[config.mk]
export PLATFORM = sky130hd
export DESIGN_NAME = sync_pulse_gen
export DESIGN_NICKNAME = d
export VERILOG_FILES = /design/src/rtl/sync_pulse_gen.sv
export SDC_FILE = /design/constraint.sdc
export NUM_CORES = 1
export LEC_CHECK = 0
export ABC_AREA = 1
export CORE_ASPECT_RATIO = 1.75
export CORE_MARGIN = 2
export CORE_UTILIZATION = 53
export CTS_CLUSTER_SIZE = 8
export DETAILED_ROUTE_END_ITERATION = 8
export PLACE_DENSITY = 0.86
export SLEW_MARGIN = 20
export SYNTH_ARGS = -nofsm -noshare
export SYNTH_HDL_FRONTEND = slang
export SYNTH_SLANG_ARGS = --single-unit
export TNS_END_PERCENT = 20
[constraint.sdc]
create_clock -name clk -period 3.5 [get_ports clk]
set_clock_uncertainty 0.15 [all_clocks]
set_input_delay 0.35 -clock clk [delete_from_list [all_inputs] [get_ports clk]]
set_output_delay 0.35 -clock clk [all_outputs]
set_load 0.1 [all_outputs]
[src/rtl/sync_pulse_gen.sv]
// sync_pulse_gen
// Multi-channel start-of-transfer to sync-pulse generator. Each channel turns
// a qualified trigger into a pulse with programmable delay D and extra width W.
// The pulse is active for cycles t+D .. t+D+W. A trigger on a busy channel is
// either a retrigger or a drop, and drops are counted in a saturating counter.
module sync_pulse_gen #(
    parameter int                NUM_CH   = 2,
    parameter int                CNT_W    = 16,
    parameter int                EDGE_DET = 0,
    parameter logic [NUM_CH-1:0] OUT_POL  = {NUM_CH{1'b1}},
    parameter int                MISS_W   = 16
) (
    input  logic                    clk,
    input  logic                    rst,
    input  logic                    enable,
    input  logic                    retrig_en,
    input  logic [NUM_CH-1:0]       trig,
    input  logic [NUM_CH*CNT_W-1:0] delay_cfg,
    input  logic [NUM_CH*CNT_W-1:0] width_cfg,
    output logic [NUM_CH-1:0]       sync_out,
    output logic [NUM_CH-1:0]       busy,
    output logic [MISS_W-1:0]       miss_cnt
);

    localparam logic [1:0] ST_IDLE   = 2'd0;
    localparam logic [1:0] ST_DELAY  = 2'd1;
    localparam logic [1:0] ST_ACTIVE = 2'd2;

    localparam logic [CNT_W-1:0]  DLY_ONE  = CNT_W'(1);
    localparam logic [CNT_W:0]    WID_ONE  = (CNT_W + 1)'(1);
    localparam logic [MISS_W-1:0] MISS_ONE = MISS_W'(1);

    logic [NUM_CH-1:0] trig_d;
    logic [NUM_CH-1:0] qual;
    logic [NUM_CH-1:0] accept;
    logic [NUM_CH-1:0] drop;
    logic [NUM_CH-1:0] act;
    logic [NUM_CH-1:0] busy_v;

    // In edge mode only a rising edge of trig counts; otherwise a held level
    // retriggers every cycle.
    assign qual   = (EDGE_DET != 0) ? (trig & ~trig_d) : trig;
    assign accept = qual & {NUM_CH{enable}} & (~busy_v | {NUM_CH{retrig_en}});
    assign drop   = qual & {NUM_CH{enable}} & busy_v & {NUM_CH{~retrig_en}};

    assign busy     = busy_v;
    assign sync_out = ~(act ^ OUT_POL);

    // Trigger history for edge detection keeps updating even while disabled,
    // so a trigger already high when enable rises is not seen as an edge.
    always_ff @(posedge clk or posedge rst) begin
        if (rst) begin
            trig_d <= '0;
        end else begin
            trig_d <= trig;
        end
    end

    // Count cycles with at least one dropped trigger, saturating at all-ones.
    always_ff @(posedge clk or posedge rst) begin
        if (rst) begin
            miss_cnt <= '0;
        end else if ((|drop) && (miss_cnt != {MISS_W{1'b1}})) begin
            miss_cnt <= miss_cnt + MISS_ONE;
        end
    end

    for (genvar i = 0; i < NUM_CH; i++) begin : g_ch
        logic [CNT_W-1:0] d_in;
        logic [CNT_W-1:0] w_in;
        logic [1:0]       state;
        logic [CNT_W-1:0] dly_cnt;
        logic [CNT_W-1:0] w_lat;
        logic [CNT_W:0]   wid_cnt;

        assign d_in = delay_cfg[i*CNT_W +: CNT_W];
        assign w_in = width_cfg[i*CNT_W +: CNT_W];

        assign busy_v[i] = (state != ST_IDLE);

        // D=0 fires combinationally in the trigger cycle; everything else
        // comes from the registered ACTIVE state. Reset forces the inactive level.
        assign act[i] = (state == ST_ACTIVE) |
                        (accept[i] & (d_in == '0) & ~rst);

        // dly_cnt holds remaining DELAY cycles, wid_cnt remaining ACTIVE cycles
        // (one bit wider so W+1 never overflows when W is all-ones).
        always_ff @(posedge clk or posedge rst) begin
            if (rst) begin
                state   <= ST_IDLE;
                dly_cnt <= '0;
                w_lat   <= '0;
                wid_cnt <= '0;
            end else if (accept[i]) begin
                if ((state == ST_ACTIVE) || (d_in == '0)) begin
                    if (w_in == '0) begin
                        state <= ST_IDLE;
                    end else begin
                        state   <= ST_ACTIVE;
                        wid_cnt <= {1'b0, w_in};
                    end
                end else if (d_in == DLY_ONE) begin
                    state   <= ST_ACTIVE;
                    wid_cnt <= {1'b0, w_in} + WID_ONE;
                end else begin
                    state   <= ST_DELAY;
                    dly_cnt <= d_in - DLY_ONE;
                    w_lat   <= w_in;
                end
            end else begin
                case (state)
                    ST_DELAY: begin
                        if (dly_cnt == DLY_ONE) begin
                            state   <= ST_ACTIVE;
                            wid_cnt <= {1'b0, w_lat} + WID_ONE;
                        end else begin
                            dly_cnt <= dly_cnt - DLY_ONE;
                        end
                    end
                    ST_ACTIVE: begin
                        if (wid_cnt == WID_ONE) begin
                            state <= ST_IDLE;
                        end else begin
                            wid_cnt <= wid_cnt - WID_ONE;
                        end
                    end
                    default: begin
                        state <= ST_IDLE;
                    end
                endcase
            end
        end
    end

endmodule

Word-level counts from Yosys, hierarchy flattened:

Index checks and enable logic that the tools add are counted.

* word-level logic and storage cells: 127
* output and inout bits: 20
* latch bits: 0
* bits in registers: 118
* memories kept: 0
* input port bits: 70
* bits in writable memories: 0
* bits in read-only memories: 0

* shift-type cells: 0
* bitwise gates (word level): 20
* divide/modulo/power cells: 0
* add/subtract/negate cells: 11
* muxes and demuxes: 38
* equal/unequal tests: 27
* reduce and logical (&&, ||, !) cells: 22
* $mul: 0
* $lt $le $gt $ge: 0

Operators with widths (count)
* $mux W17: 12
* $mux W16: 10
* $add A16 B1 Y17 const B: 4
* $pmux W17 S2: 2
* $eq A16 B1 Y1 const B: 4
* $logic_not A16 Y1: 4
* $sub A16 B1 Y16 const B: 4
* $eq A17 B1 Y1 const B: 2
* $sub A17 B1 Y17 const B: 2
* $mux W2: 12
* $ne A3 B3 Y1 const B: 6
* $add A16 B1 Y16 const B: 1
* $ne A16 B16 Y1 const B: 1
* $ne A2 B2 Y1 const B: 6
* $reduce_and A5 Y1: 2
* $and A2 B2 Y2: 4
* $pmux W2 S2: 2
* $reduce_and A4 Y1: 2
* $reduce_bool A2 Y1: 4
* $ne A3 B1 Y1 const B: 2
* $ne A3 B2 Y1 const B: 2
* $not A1 Y1: 6
* $not A2 Y2: 3
* $reduce_and A3 Y1: 2
* other kinds (10): 19

Logic depth before layout (Yosys ltp):

* depth in word-level cells: 9
* depth in mapped cells: 14
* gate-level depth less buffers: 13

Least setup slack after synthesis:

No wires, ideal clock.

* kind: register -> output
* start: reg g_ch[1].state[0]
* end: out sync_out[1]
* buffers on the path: 2
* data required time: 3.000 ns
* arrival: 4.208 ns
* path slack: -1.208 ns
* cell stages (with the launch flop): 8
* path through: dfrtp_1 inv_1 nand2_1 a21oi_2 buf_4 inv_1 buf_2 o31ai_1

* longest elaborated chain between the ends: 9
* elaborated cells between the ends (all ways): 10
* those cells by class: 1 x eq/ne; 8 x bitwise; 1 x reduce/logical

RTL lines
* start, declared: RTL line 71 `logic [1:0] state;`
* start signal, assigned: RTL line 90 `state <= ST_IDLE;`
* start signal, assigned: RTL line 97 `state <= ST_IDLE;`
* start signal, assigned: RTL line 99 `state <= ST_ACTIVE;`
* $reduce_bool A2 Y1: RTL line 79 `assign busy_v[i] = (state != ST_IDLE);`
* net busy[1]: RTL line 21 `output logic [NUM_CH-1:0] busy,`
* $not A2 Y2: RTL line 43 `assign accept = qual & {NUM_CH{enable}} & (~busy_v | {NUM_CH{retrig_en}});`
* $or A2 B2 Y2: RTL line 43
* $and A2 B2 Y2: RTL line 43
* $and A1 B1 Y1 (2 in series): RTL line 84 `(accept[i] & (d_in == '0) & ~rst);`
* $or A1 B1 Y1: RTL line 83 `assign act[i] = (state == ST_ACTIVE) |`
* $not A2 Y2 (no line)
* $not A2 Y2: RTL line 47 `assign sync_out = ~(act ^ OUT_POL);`
* end, declared: RTL line 20 `output logic [NUM_CH-1:0] sync_out,`

The timed path passes the listed nets, and every way through them passes these cells.

Final worst setup path:

* start: reg g_ch[1].state[0]
* end: out sync_out[1]

* longest elaborated chain between the ends: 9
* elaborated cells between the ends (all ways): 10
* those cells by class: 1 x eq/ne; 8 x bitwise; 1 x reduce/logical

RTL lines (RTL line)
* $reduce_bool A2 Y1: 79
* $not A2 Y2: 43
* $or A2 B2 Y2: 43
* $and A2 B2 Y2: 43
* $and A1 B1 Y1 (2 in series): 84
* $or A1 B1 Y1 (*): 83
* $not A2 Y2 (no line) (*)
* $not A2 Y2 (*): 47

Every way passes the cells marked *; elsewhere a longest branch is shown, timed or not.

==> flow_metrics.tcl <==
set metrics [dict create \
    utilization_pct 62.9 \
    post-route-period-util_pct 77.3 \
    drt.antenna.violating_nets 0 \
    relSlewSlack_pct 33.8 \
    dpl_worst_slack_ns 0.624 \
    cts.path.max_buffers 2 \
    drc 0 \
    drive_gt1_share_pct 5.30 \
    pin_count 90 \
    fp.dieH_um 188 \
    ys_ff_latch 118 \
    outcome "finished, final reports clean" \
    synth-edff-count 0 \
    synthSimpleGateAreaFrac_pct 45.9 \
    synth_xor_area_share_pct 4.98 \
    setup_violations 0 \
    post_cts_resized 0 \
    cp_common_cell "inv_1" \
    postPlaceCellArea_um2 11300 \
    synthToLayoutAreaGrowth_pct 17.3 \
    end_kind "output pin" \
    insertion_delay_ns 0.43 \
    grt_usage_pct 29.6 \
    cts_htree_levels 4 \
    dr.pass1.iters 5 \
    initial_utilization_pct 53.6 \
    drtIter0Drc 631 \
    wirelength_um 28800 \
    cts_root_buf "clkbuf_16" \
    power.density_nw_per_um2 807 \
    wire_per_inst_um 14.2 \
    io_buffers 89 \
    max_cap_viol_count 0 \
    synth_compound_area_share_pct 8.94 \
    crit_path_max_incr_delay_ns 0.40 \
    fin_crit_ns 2.70 \
    dieWidth_um 109 \
    cpMaxStageDelayCell "dfrtp_1" \
    async_reset_ff_share_pct 100 \
    p_leak_nw 5.94 \
    seq_area_frac_synth_pct 28.9 \
    synth.area.mux_share_pct 0 \
    postLayoutCellArea_um2 12000 \
    cp.arrival_ns 2.20 \
    critPathMaxFanout 21 \
    antenna_cells 0 \
    syn-num-nets 1795 \
    rows 67 \
    rsz0062_at_grt "no" \
    power_mw 9.66 \
    worstSetupPathType "reg -> out" \
    cts_setup_buffers 0 \
    tightest_slew_ns 0.989 \
    cp_top_family "buffers and inverters" \
    die-area_um2 20400 \
    synth_area_um2 10200 \
    synth_top_family_by_area "simple AND/OR/NAND/NOR gates" \
    syn-instance-count 1704 \
    hold_viol 0 \
    ys.warnings.count 0 \
    ys_types 43 \
    grt_overflow 0 \
    clk_pin_slew_worst_paths_ns 0.06 \
    max_freq_ghz 0.370 \
    synthAdderAreaFrac_pct 2.57 \
    path_cells "inv_1 -> nand2_1 -> a21oi_4 -> buf_4 -> inv_1 -> o31ai_2 -> buf_12" \
    cts-buffers-inserted 17 \
    vdd_drop_max_v 0.000807 \
    setup_slack_ns 0.796 \
    grt_max_degree 68 \
    synthFlopType "dfrtp_1" \
    vias_per_cell 5.54 \
    dp_hpwl_um 21800 \
    cts_tree "yes" \
    critPathBufInv 4 \
    ctsHoldBuffers 0 \
    cts_sinks 118 \
    gp_congestion 0.977 \
    grt_pass1_vias 11100 \
    grt_pass1_wl_um 49300 \
    antenna_found_initial 0 \
    fin_nets 1872 \
    vias 11300 \
    hold_ws_ns 0.339 \
    required_ns 3.00 \
    hold_path_class "reg -> reg" \
    startpoint_type "flip-flop" \
    synth_area_per_cell_um2 5.99 \
    drv_slew 0 \
    core-area_um2 19000 \
]
-- through the flow --
stage,std cells,TNS (ns)
after floorplan,1704,-0.337
after global routing,2035,0
final,2035,0
after detailed placement,2003,0
after global placement,2003,0
after CTS,2035,0
-- tightest hold or removal path: stages, from the launching register on --
cell	delay [ns]
dfrtp_1	0.34
nand2_1	0.05
nand2_1	0.06
-- Yosys cell counts, types with 8 or more instances --
cell type  instances  area share, %
a21oi_1           25            1.2
buf_2             21            1.0
clkbuf_1          15           0.55
dfrtp_1          118             29
ha_1              21            2.6
inv_1            163            6.0
nand2_1          679             25
nand3_1          152            7.5
nand3b_1           8           0.59
nand4_1           32            2.0
nor2_1           210            7.7
nor3_1            14           0.69
o21ai_0          110            5.4
o21ai_2            8           0.69
xnor2_1           19            1.6
xor2_1            39            3.3
-- sequential cells by signal, summed over array words and instances (netlist names) --
name	flops
g_ch.dly_cnt	32
miss_cnt	16
g_ch.w_lat	32
g_ch.wid_cnt	34
g_ch.state	4
-- final cells by class --
| cell class | count | area (µm²) |
|---|---|---|
| repair buffers | 103 | 1030 |
| clock inverters | 13 | 219 |
| clock buffers | 19 | 443 |
| fillers | 1717 | 7060 |
| inverters | 171 | 646 |
| well taps | 241 | 302 |
| multi-input cells | 1370 | 6380 |
| flip-flops and latches | 118 | 2950 |
-- layout by cell type (no fill, tap or decap), types with 7 or more instances in the layout --
cell type,count
nand4_1,32
inv_1,162
nor2_1,210
xnor2_1,19
nand3_1,152
dfrtp_1,118
o21ai_0,110
clkbuf_16,17
a21oi_1,25
o21ai_2,8
buf_4,14
xor2_1,39
nand2_1,679
nor3_1,14
ha_1,21
inv_2,7
nand3b_1,8
clkdlybuf4s50_1,86
nor2_2,7
-- worst paths after layout --
check	from	endpoint	slack, ns	cells after the start
setup / recovery	g_ch[1].state[0]	sync_out[1]	0.80	7
hold / removal	g_ch[0].wid_cnt[1]	g_ch[0].wid_cnt[1]	0.34	2
setup reg to reg	g_ch[1].state[0]	g_ch[1].wid_cnt[5]	1.06	10
hold reg to reg	g_ch[0].wid_cnt[1]	g_ch[0].wid_cnt[1]	0.34	2
max in group asynchronous	rst	g_ch[0].dly_cnt[2]	1.95	3
min in group asynchronous	rst	g_ch[1].wid_cnt[11]	0.46	2
-- layer usage --
metal	up-vias	part of all wire, %	track usage [%]
li1	5576	-	-
met4	0	5.3	18.0
met2	428	53	53.6
met5	-	0	0
met3	119	4.7	3.89
met1	5152	37	31.5
-- power by group --
group          switching, mW  internal, mW  total (mW)
clock                  0.706          1.29        2.00
combinational           3.40          1.64        5.04
sequential             0.662          1.95        2.62
total                   4.77          4.89        9.66
-- kinds of logic after synthesis --
kind of cell	after synthesis
XOR/XNOR	58
adder cells (fa/ha/maj)	21
AND/OR/NAND/NOR	1126
AO/OA/AOI/OAI	165
buffers and inverters	216
flip-flops	118
No activity file was read; power rests on OpenSTA's default activity.
